`src/rtl/mbist_sched_pkg.sv`:
```
// Purpose : shared types and constants for the MBIST sweep scheduler.
// Latency : n/a (types, constants and one pure helper function).
// Backpr. : n/a.
// Contents: FSM state enum, frame geometry, settle length, cfg bit ordering,
//           build_frame() which lays out one complete serial setup frame.
package mbist_sched_pkg;

    localparam int CFG_W      = 7;
    localparam int FRAME_LEN  = 8;
    localparam int SETTLE_CYC = 8;
    localparam int SETTLE_W   = $clog2(SETTLE_CYC + 1);

    // cfg bit carried by frame slots 1..7 (slot 0 is the start bit).
    // Three bits per slot, slot 1 in the LSBs: cfg[0], cfg[6], cfg[1] .. cfg[5].
    localparam logic [3*CFG_W-1:0] CFG_ORDER = {3'd5, 3'd4, 3'd3, 3'd2, 3'd1, 3'd6, 3'd0};

    typedef enum logic [2:0] {
        ST_IDLE,
        ST_SHIFT,
        ST_WAIT,
        ST_NEXT,
        ST_FIN
    } state_e;

    // Bit 0 goes on the wire first.
    function automatic logic [FRAME_LEN-1:0] build_frame(input logic [CFG_W-1:0] cfg);
        logic [FRAME_LEN-1:0] f;
        f    = '0;
        f[0] = 1'b1;
        for (int s = 0; s < CFG_W; s++) begin
            f[s+1] = cfg[CFG_ORDER[3*s +: 3]];
        end
        return f;
    endfunction

endpackage

```
`src/rtl/mbist_serial_tx.sv`:
```
// Purpose : serialises one setup frame (start bit + reordered cfg) onto a single line.
// Latency : load at cycle 0 -> start bit on ser_o at cycle 1, last bit at cycle FRAME_LEN.
// Backpr. : none; clr_i aborts the frame and drops the line on the next cycle.
// Ports   : clk_i/rst_i clock and async active-high reset; load_i starts a frame
//           built from cfg_i; ser_o is the registered serial bit; frame_done_o is
//           high during the cycle the last frame bit is on the line.
module mbist_serial_tx
    import mbist_sched_pkg::*;
(
    input  logic             clk_i,
    input  logic             rst_i,
    input  logic             load_i,
    input  logic             clr_i,
    input  logic [CFG_W-1:0] cfg_i,
    output logic             ser_o,
    output logic             frame_done_o
);

    localparam int CNT_W = $clog2(FRAME_LEN);

    logic [FRAME_LEN-1:0] frame_w;
    logic [FRAME_LEN-1:0] sh_q;
    logic [CNT_W-1:0]     cnt_q;
    logic                 act_q;
    logic                 ser_q;

    assign frame_w = build_frame(cfg_i);

    always_ff @(posedge clk_i or posedge rst_i) begin
        if (rst_i) begin
            sh_q  <= '0;
            cnt_q <= '0;
            act_q <= 1'b0;
            ser_q <= 1'b0;
        end else if (clr_i) begin
            sh_q  <= '0;
            cnt_q <= '0;
            act_q <= 1'b0;
            ser_q <= 1'b0;
        end else if (load_i) begin
            // Start bit goes out immediately; the rest waits in the shifter.
            ser_q <= frame_w[0];
            sh_q  <= frame_w >> 1;
            cnt_q <= CNT_W'(FRAME_LEN - 1);
            act_q <= 1'b1;
        end else if (act_q) begin
            if (cnt_q == '0) begin
                ser_q <= 1'b0;
                act_q <= 1'b0;
            end else begin
                ser_q <= sh_q[0];
                sh_q  <= sh_q >> 1;
                cnt_q <= cnt_q - 1'b1;
            end
        end
    end

    assign ser_o        = ser_q;
    assign frame_done_o = act_q && (cnt_q == '0);

endmodule

```
`src/rtl/mbist_sched.sv`:
```
// Purpose : sequences a BIST sweep over the masked stubs: setup frame, settle, collect done/fail.
// Latency : start accepted at cycle 0 -> mbist_enable[idx] high at cycle 1; sweep_done one
//           cycle after FIN. Backpr.: none; start while busy is dropped, abort ends the sweep.
// Ports   : rclk/rst (async active-high); start/abort/cfg/stub_mask control; stub_done/
//           stub_fail per-stub status in; mbist_enable per-stub serial line out; busy,
//           sweep_done, fail_vec, tmo_vec status out.
// Option  : MBIST_SCHED_TIMEOUT_EN adds a TMO_W-bit done watchdog; without it WAIT waits
//           indefinitely and tmo_vec is tied low.
module mbist_sched
    import mbist_sched_pkg::*;
#(
    parameter int NUM_STUBS = 4,
    parameter int TMO_W     = 20
) (
    input  logic                 rclk,
    input  logic                 rst,
    input  logic                 start,
    input  logic                 abort,
    input  logic [CFG_W-1:0]     cfg,
    input  logic [NUM_STUBS-1:0] stub_mask,
    input  logic [NUM_STUBS-1:0] stub_done,
    input  logic [NUM_STUBS-1:0] stub_fail,
    output logic [NUM_STUBS-1:0] mbist_enable,
    output logic                 busy,
    output logic                 sweep_done,
    output logic [NUM_STUBS-1:0] fail_vec,
    output logic [NUM_STUBS-1:0] tmo_vec
);

    localparam int IDX_W = (NUM_STUBS > 1) ? $clog2(NUM_STUBS) : 1;

    if ((NUM_STUBS < 1) || (NUM_STUBS > 16) || (TMO_W < 1)) begin : g_bad_param
        $error("mbist_sched: NUM_STUBS must be 1..16 and TMO_W at least 1");
    end

    state_e               state_q;
    logic [IDX_W-1:0]     idx_q;
    logic [CFG_W-1:0]     cfg_q;
    logic [NUM_STUBS-1:0] mask_q;
    logic [NUM_STUBS-1:0] fail_q;
    logic [SETTLE_W-1:0]  settle_q;
    logic                 sweep_done_q;

    logic [IDX_W-1:0]     first_idx_d;
    logic [IDX_W-1:0]     next_idx_d;
    logic                 next_vld_d;
    logic                 settled;
    logic                 sel_done;
    logic                 sel_fail;

    logic                 tx_load;
    logic                 tx_clr;
    logic [CFG_W-1:0]     tx_cfg;
    logic                 tx_ser;
    logic                 tx_frame_done;

`ifdef MBIST_SCHED_TIMEOUT_EN
    logic [TMO_W-1:0]     tmo_cnt_q;
    logic [NUM_STUBS-1:0] tmo_q;
    assign tmo_vec = tmo_q;
`else
    assign tmo_vec = '0;
`endif

    // Lowest masked stub of the live mask (sweep entry) and the next masked
    // stub strictly above idx in the captured mask (no wrap-around).
    always_comb begin
        first_idx_d = '0;
        next_idx_d  = '0;
        next_vld_d  = 1'b0;
        for (int i = NUM_STUBS - 1; i >= 0; i--) begin
            if (stub_mask[i]) begin
                first_idx_d = IDX_W'(i);
            end
            if (mask_q[i] && (i > int'(idx_q))) begin
                next_idx_d = IDX_W'(i);
                next_vld_d = 1'b1;
            end
        end
    end

    // Only the selected stub is ever looked at; the rest of the bus is don't-care.
    assign sel_done = stub_done[idx_q];
    assign sel_fail = stub_fail[idx_q];
    assign settled  = (settle_q == SETTLE_W'(SETTLE_CYC));

    // The frame is loaded on the same edge that enters SHIFT so the start bit
    // lands one cycle after start. In IDLE cfg_q is not captured yet, so the
    // live cfg feeds the shifter directly.
    assign tx_load = ((state_q == ST_IDLE) && start && (|stub_mask)) ||
                     ((state_q == ST_NEXT) && !abort && next_vld_d);
    assign tx_clr  = abort && (state_q != ST_IDLE);
    assign tx_cfg  = (state_q == ST_IDLE) ? cfg : cfg_q;

    mbist_serial_tx u_tx (
        .clk_i        (rclk),
        .rst_i        (rst),
        .load_i       (tx_load),
        .clr_i        (tx_clr),
        .cfg_i        (tx_cfg),
        .ser_o        (tx_ser),
        .frame_done_o (tx_frame_done)
    );

    always_ff @(posedge rclk or posedge rst) begin
        if (rst) begin
            state_q      <= ST_IDLE;
            idx_q        <= '0;
            cfg_q        <= '0;
            mask_q       <= '0;
            fail_q       <= '0;
            settle_q     <= '0;
            sweep_done_q <= 1'b0;
`ifdef MBIST_SCHED_TIMEOUT_EN
            tmo_cnt_q    <= '0;
            tmo_q        <= '0;
`endif
        end else begin
            sweep_done_q <= 1'b0;
            case (state_q)
                ST_IDLE: begin
                    // abort is meaningless here, so start always wins.
                    if (start) begin
                        cfg_q  <= cfg;
                        mask_q <= stub_mask;
                        fail_q <= '0;
`ifdef MBIST_SCHED_TIMEOUT_EN
                        tmo_q  <= '0;
`endif
                        idx_q  <= first_idx_d;
                        state_q <= (|stub_mask) ? ST_SHIFT : ST_FIN;
                    end
                end
                ST_SHIFT: begin
                    if (abort) begin
                        state_q <= ST_FIN;
                    end else if (tx_frame_done) begin
                        settle_q <= '0;
`ifdef MBIST_SCHED_TIMEOUT_EN
                        tmo_cnt_q <= '0;
`endif
                        state_q  <= ST_WAIT;
                    end
                end
                ST_WAIT: begin
                    // abort beats a simultaneous done: nothing is recorded.
                    if (abort) begin
                        state_q <= ST_FIN;
                    end else if (settled && sel_done) begin
                        fail_q[idx_q] <= sel_fail;
                        state_q       <= ST_NEXT;
`ifdef MBIST_SCHED_TIMEOUT_EN
                    end else if (&tmo_cnt_q) begin
                        tmo_q[idx_q]  <= 1'b1;
                        fail_q[idx_q] <= 1'b1;
                        state_q       <= ST_NEXT;
`endif
                    end else begin
                        if (!settled) begin
                            settle_q <= settle_q + 1'b1;
                        end
`ifdef MBIST_SCHED_TIMEOUT_EN
                        tmo_cnt_q <= tmo_cnt_q + 1'b1;
`endif
                    end
                end
                ST_NEXT: begin
                    if (abort) begin
                        state_q <= ST_FIN;
                    end else if (next_vld_d) begin
                        idx_q   <= next_idx_d;
                        state_q <= ST_SHIFT;
                    end else begin
                        state_q <= ST_FIN;
                    end
                end
                ST_FIN: begin
                    sweep_done_q <= 1'b1;
                    state_q      <= ST_IDLE;
                end
                default: begin
                    state_q <= ST_IDLE;
                end
            endcase
        end
    end

    // Demux the single serial line onto the selected stub; idx only moves
    // while the line is low, so no stray pulse reaches another stub.
    always_comb begin
        mbist_enable = '0;
        for (int i = 0; i < NUM_STUBS; i++) begin
            mbist_enable[i] = tx_ser && (idx_q == IDX_W'(i));
        end
    end

    assign busy       = (state_q != ST_IDLE);
    assign sweep_done = sweep_done_q;
    assign fail_vec   = fail_q;

endmodule
```
`config.mk`:
```
export PLATFORM = sky130hd
export DESIGN_NAME = mbist_sched
export DESIGN_NICKNAME = d
export VERILOG_FILES = /design/src/rtl/mbist_sched_pkg.sv /design/src/rtl/mbist_serial_tx.sv /design/src/rtl/mbist_sched.sv
export SDC_FILE = /design/constraint.sdc
export NUM_CORES = 1
export LEC_CHECK = 0
export ABC_AREA = 1
export BUFFER_PORTS_ARGS = -buffer_cell sky130_fd_sc_hd__buf_2
export CORE_ASPECT_RATIO = 0.6
export CORE_MARGIN = 8
export CORE_UTILIZATION = 30
export DETAILED_ROUTE_END_ITERATION = 7
export REMOVE_ABC_BUFFERS = 1
export SETUP_SLACK_MARGIN = 0.4
export SLEW_MARGIN = 5
export SYNTH_ARGS = -nofsm -noshare
export SYNTH_HDL_FRONTEND = slang
export SYNTH_SLANG_ARGS = --single-unit
```
`constraint.sdc`:
```
create_clock -name rclk -period 2.7 [get_ports rclk]
set_input_delay 0.135 -clock rclk [delete_from_list [all_inputs] [get_ports rclk]]
set_output_delay 0.135 -clock rclk [all_outputs]
set_load 0.005 [all_outputs]
```
==> results of run 1 <==
## synth_stat cells (all sizes together)
master / instances / area, sq um
nor3: 1 / 5.00
buf: 10 / 93.8
nand2: 129 / 512
o211ai: 1 / 7.51
nor2: 17 / 100
nand3: 28 / 170
inv: 35 / 131
nand4: 7 / 43.8
a21oi: 4 / 20.0
xnor2: 1 / 8.76
o21ai: 30 / 150
ha: 4 / 50.1
conb: 1 / 3.75
or2: 1 / 6.26
nor3b: 3 / 22.5
dfrtp: 36 / 901
xor2: 1 / 8.76
clkbuf: 2 / 7.51
## sequential cells by signal, indices dropped and copies added, names as in the netlist
register / flops
cfg_q: 7
u_tx.cnt_q: 3
u_tx.sh_q: 7
u_tx.act_q: 1
u_tx.ser_o: 1
settle_q: 4
state_q: 3
idx_q: 2
mask_q: 3
sweep_done: 1
fail_vec: 4
## per-layer routing
layer | wire (microns) | vias up | global-route usage
met2 | 2140 | 45 | 0.143
met4 | 78 | 0 | 0.0386
met3 | 180 | 7 | 0.0230
li1 | - | 1043 | -
met1 | 2640 | 899 | 0.141
met5 | 0 | - | 0
## worst min-delay path, stage by stage
cell and delay, ns:
sky130_fd_sc_hd__buf_2 0.10, sky130_fd_sc_hd__inv_1 0.05, sky130_fd_sc_hd__o21ai_0 0.07
## power by group
group          switching, mW  internal, mW
Sequential             0.151         0.742
Clock                  0.219         0.434
Combinational          0.890         0.440
Total                   1.26          1.62
## area by class of cell
type	count	area share
inverters	35	0.0501
multi-input cells	231	0.427
repair buffers	34	0.0677
well taps	104	0.0496
clock buffers	6	0.0491
flip-flops and latches	36	0.343
clock inverters	2	0.0134
## metrics by stage
stage	setup WS [ns]	total power [mW]
2_1_floorplan	1.17	1.90
3_3_place_gp	0.990	2.22
3_5_place_dp	0.905	2.23
4_1_cts	0.889	2.89
5_1_grt	0.730	3.14
6_report	0.901	2.88
## cells by family (layout without fill, tap and decap cells)
kind of cell,Yosys count,after routing,share of synthesized area
simple gates,186,186,0.383
buf+inv,47,77,0.104
flops,36,36,0.402
compound gates,35,35,0.0792
fa+ha+maj,4,4,0.0223
xor+xnor,2,2,0.00781
other cells,1,4,0.00167
## worst paths after layout
| kind | start | endpoint | slack [ns] | cells past startpoint |
|---|---|---|---|---|
| min reg2reg | u_tx.sh_q[6] | u_tx.sh_q[6] | 0.47 | 2 |
| min | cfg[3] | cfg_q[3] | 0.12 | 3 |
| min in group asynchronous | rst | cfg_q[4] | 0.50 | 4 |
| max reg2reg | state_q[1] | u_tx.sh_q[0] | 0.90 | 9 |
| max in group asynchronous | rst | settle_q[0] | 1.87 | 4 |
| max | state_q[1] | u_tx.sh_q[0] | 0.90 | 9 |
## timing repair
action / in CTS / in global routing
hold endpoints to repair: 36 / 0
setup buffers: 0 / 0
resized for setup: 0 / 0
hold buffers: 1 / 0
==> results by group, run 1 <==
Status
  • Status: complete, no violations

Hold path
  • Worst min-delay path class: in -> reg

Run
  • Max-cap violations: 0

Final layout
  • Most frequent standard cell in the layout excluding fill and tap cells: sky130_fd_sc_hd__nand2_1
  • Final core utilization: 0.361
  • Fraction of layout cells with a size suffix above 1: 0.174
  • Area growth from synthesis to layout: 17.0%
  • Area taken by flip-flops and latches: 901 sq um
  • Count of fill cells added during filler insertion: 807
  • Post-route insts no fill: 448
  • Area used by multi-input combinational logic: 0.00112 sq mm
  • Antenna cells: 0
  • Post-route cell area: ~0.0026 sq mm
  • Nets: 370
  • Commonest non-fill, non-tap cells in the layout: sky130_fd_sc_hd__nand2_1, sky130_fd_sc_hd__dfrtp_1, sky130_fd_sc_hd__buf_2

Global route
  • Via count of the first global-routing pass: 1852
  • Initial antenna violation count: 0
  • Pin count of the biggest net entering global routing: 37
  • Total global routing track utilization: 0.0998
  • Total overflow reported by the global router: 0
  • Wire length of the first global-routing pass: 8.76 mm

Clocking
  • Number of clock buffers inserted by TritonCTS: 5
  • Clock-pin transition on the worst setup and hold timing paths: 0.06 ns
  • Cell at the root of the clock tree: sky130_fd_sc_hd__clkbuf_16
  • Buffer levels on the longest clock path: 2
  • H-tree depth: 2
  • Clock Latency Late Sink: 0.28 ns
  • Num Clock Sinks: 36
  • Clock tree from TritonCTS: yes

Power and ir drop
  • Static Leak: ~1.4 nW
  • IR Drop Worst-Case VDD: 0.333 mV
  • Cell Pwr Density: 1100 mW/mm^2

Yosys
  • Number of flip-flops and latches in the synthesized netlist: 36
  • Post-synthesis sequential area ratio: 0.402
  • Ys Warns: 0
  • Synthesized cell area: 0.00224 sq mm
  • Synthesized area divided by synthesized cell count: 7.21 sq um
  • Count of different cell masters after synthesis: 28
  • Mapped Cells: 311

Drt
  • Total via count in the routed design: 1994
  • Via-to-Cell Ratio: 4.45
  • Total DRC errors in the routed layout: 0
  • Wire length per cell after detailed routing: 11.2 microns
  • Initial detailed-routing violation count: approximately 180
  • Initial DRT Pass Iterations: 4
  • Routed wire length: 5.04 mm
  • Residual antenna-violating net count after detailed routing: 0

Setup path
  • CP max stage cell: sky130_fd_sc_hd__dfrtp_1
  • Cell type with the highest occurrence count on the critical path: sky130_fd_sc_hd__nand2_2
  • Crit path arrival time: 2.02 ns
  • Highest net fanout along the worst path: 21
  • WP buf/inv: 1
  • Family with the most delay on the worst path: simple AND/OR/NAND/NOR gates
  • Critical Path RT: 2.92 ns
  • Critical path class: reg -> reg
  • Peak per-stage delay on the critical path: 0.43 ns
  • Sort of element at the start of the critical path: flop
  • Crit end category: flop
  • Sequence of cells on the critical path: nor2_4 > nand2_2 > nor2_2 > nand2_2 > nand3_4 > nand2_2 > inv_2 > nand2_1 > nand2_1

Timing
  • Final hold slack: 0.118 ns
  • Worst clock skew on the final layout: 0.00554 ns
  • Number of endpoints with negative hold slack in the final report: 0
  • Setup-violating endpoint count in the final report: 0
  • Unrepaired setup endpoints after global routing: false
  • Fin crit period: 1.80 ns
  • Sum of negative setup slack: 0 ns
  • Period utilisation layout: 0.666
  • Max Clk Rate: 556 MHz
  • Final Max Slew Viols: 0

Die
  • Die outline area: 0.0106 sq mm
  • Initial standard-cell utilization of the core: 0.309
  • Top Ports: 37
  • Std cell rows: 24
  • Die Height: 83.0 microns
  • Core box area: 0.00727 sq mm
  • Die span in x: 128 microns

Placed design
  • Detailed Place HPWL: around 3.8 mm
  • Port-buffer cells: 32
  • Post-placement cell area: 0.00245 sq mm
  • Final weighted congestion of routability-driven global placement: 0.816
  • Placed cell count: 439
Power figures use the tool's default switching activity.
==> run 2, diff against run 1 <==
==> constraint.sdc (replaced) <==
create_clock -name rclk -period 1.45 [get_ports rclk]
set_input_delay 0.0725 -clock rclk [delete_from_list [all_inputs] [get_ports rclk]]
set_output_delay 0.0725 -clock rclk [all_outputs]
set_load 0.005 [all_outputs]
==> results by group, run 2 (same netlist as run 1, synthesis figures left out) <==
Clocking
  • Clock tree from TritonCTS: yes
  • H-tree depth: 2
  • Buffer levels on the longest clock path: 2
  • Number of clock buffers inserted by TritonCTS: 5
  • Clock Latency Late Sink: 0.28 ns
  • Num Clock Sinks: 36
  • Cell at the root of the clock tree: sky130_fd_sc_hd__clkbuf_16
  • Clock-pin transition on the worst setup and hold timing paths: roughly 0.060 ns

Placed design
  • Minimum setup slack after placement: -0.0782 ns
  • Final weighted congestion of routability-driven global placement: 0.842
  • Port-buffer cells: 32
  • Detailed Place HPWL: 4.03 mm

Timing
  • Setup-violating endpoint count in the final report: 0
  • Unrepaired setup endpoints after global routing: true
  • Slew Limit Headroom: 0.642
  • Final Max Slew Viols: 0
  • Period utilisation layout: 0.982
  • Fin crit period: 1.42 ns
  • Worst clock skew on the final layout: 0.00805 ns
  • Transition at the pin with the smallest max-transition slack: 0.536 ns
  • Max Clk Rate: ~700 MHz
  • Final setup margin: 0.0257 ns
  • Number of endpoints with negative hold slack in the final report: 0

Drt
  • Initial detailed-routing violation count: 133
  • Total via count in the routed design: between 2000 and 2500
  • Via-to-Cell Ratio: between 4 and 5
  • Residual antenna-violating net count after detailed routing: 0
  • Initial DRT Pass Iterations: 4
  • Wire length per cell after detailed routing: 12.2 microns
  • Routed wire length: between 5 and 6 mm
  • Total DRC errors in the routed layout: 0

Power and ir drop
  • Sum of internal, switching and leakage power: 6.83 mW
  • Static Leak: between 1.5 and 2 nW
  • IR Drop Worst-Case VDD: 0.843 mV
  • Cell Pwr Density: 2100 mW/mm^2

Final layout
  • Antenna cells: 0
  • Most frequent standard cell in the layout excluding fill and tap cells: sky130_fd_sc_hd__nand2_1
  • Biggest registers after layout: cfg_q x7, u_tx.sh_q x7
  • Area growth from synthesis to layout: 45.0%
  • Count of fill cells added during filler insertion: 761
  • Nets: 407
  • Fraction of layout cells with a size suffix above 1: 0.412
  • Commonest non-fill, non-tap cells in the layout: sky130_fd_sc_hd__nand2_1, sky130_fd_sc_hd__dfrtp_1, sky130_fd_sc_hd__buf_2

Die
  • Std cell rows: 24
  • Die span in x: 128 microns
  • Die Height: 83.0 microns
  • Top Ports: 37
  • Core box area: 0.00727 sq mm
  • Initial standard-cell utilization of the core: 0.309
  • Die outline area: 0.0106 sq mm

Setup path
  • Sort of element at the start of the critical path: flop
  • Crit end category: flop
  • Highest net fanout along the worst path: 8
  • Crit path arrival time: 1.64 ns
  • Register-to-Register Path Depth: 9
  • Peak per-stage delay on the critical path: 0.42 ns
  • Critical path class: reg -> reg
  • CP max stage cell: sky130_fd_sc_hd__dfrtp_1
  • Critical Path RT: 1.67 ns
  • Sequence of cells on the critical path: inv_2 > nand3_4 > nor2_4 > nand2_8 > nand3_4 > nand2_4 > inv_8 > nand2_2 > nand2_1
  • Cell type with the highest occurrence count on the critical path: sky130_fd_sc_hd__nand3_4

Global route
  • Pin count of the biggest net entering global routing: 37
  • Total global routing track utilization: 0.114
  • Via count of the first global-routing pass: 2051
  • Total overflow reported by the global router: 0
  • Wire length of the first global-routing pass: 9.85 mm
  • Initial antenna violation count: 0

Hold path
  • Depth of the worst hold-timing path: 3
  • Worst min-delay path class: in -> reg

Run
  • Max-cap violations: 0

Status
  • Status: complete, no violations
[run 2: worst paths after layout]
kind / start / to / slack [ns]
max in group asynchronous: rst / state_q[0] / 0.65
worst max register to register: state_q[2] / u_tx.cnt_q[2] / 0.03
worst max-delay path: state_q[2] / u_tx.cnt_q[2] / 0.03
worst min-delay path: cfg[1] / cfg_q[1] / 0.06
min in group asynchronous: rst / cfg_q[1] / 0.44
worst min register to register: u_tx.sh_q[6] / u_tx.sh_q[6] / 0.48
[run 2: metal layers]
layer,global-route usage,vias up,wire (microns)
li1,-,1122,-
met4,0.0451,0,77
met5,0,-,0
met1,0.154,954,2970
met2,0.172,36,2650
met3,0.0236,6,206
[run 2: final cells by class]
| class | instances | area, sq um | share of cell area |
|---|---|---|---|
| Clock buffer | 5 | 125 | 0.0385 |
| Clock inverter | 3 | 18.8 | 0.00577 |
| Inverter | 35 | 150 | 0.0462 |
| Multi-Input combinational cell | 232 | 1420 | 0.435 |
| Sequential cell | 36 | 905 | 0.278 |
| Tap cell | 104 | 130 | 0.0400 |
| Timing Repair Buffer | 69 | 500 | 0.154 |
| Timing Repair inverter | 1 | 6.26 | 0.00192 |
[run 2: what timing repair did]
item | 4_1_cts | 5_1_grt
resized for setup | 59 | 49
hold buffers | 1 | 0
hold endpoints to repair | 36 | 0
endpoints found under the setup margin | 40 | 40
setup buffers | 10 | 5
cloned | 1 | 1
pin swaps | 15 | 20
[run 2: through the flow]
stage                     hold WS (ns)   util  TNS (ns)  instance area (sq um)  instances
after CTS                       0.0576  0.419         0                   3040        479
final                           0.0590  0.447         0                   3250        485
after detailed placement         0.219  0.358    -0.800                   2600        459
after global placement           0.212  0.358    -0.303                   2600        459
after global routing            0.0636  0.447     -1.18                   3250        485
after floorplan                  0.233      -    -0.731                   2150        302
[run 2: worst max-delay path: cells and delay by family (launching register included)]
| kind | cells | cell delay (ns) |
|---|---|---|
| buf+inv | 2 | 0.22 |
| flops | 1 | 0.42 |
| simple gates | 7 | 0.70 |
[run 2: power by group]
part	switching, mW	internal [mW]
sequential	0.286	1.39
combinational	2.39	1.70
clock	0.432	0.633
total	3.11	3.73
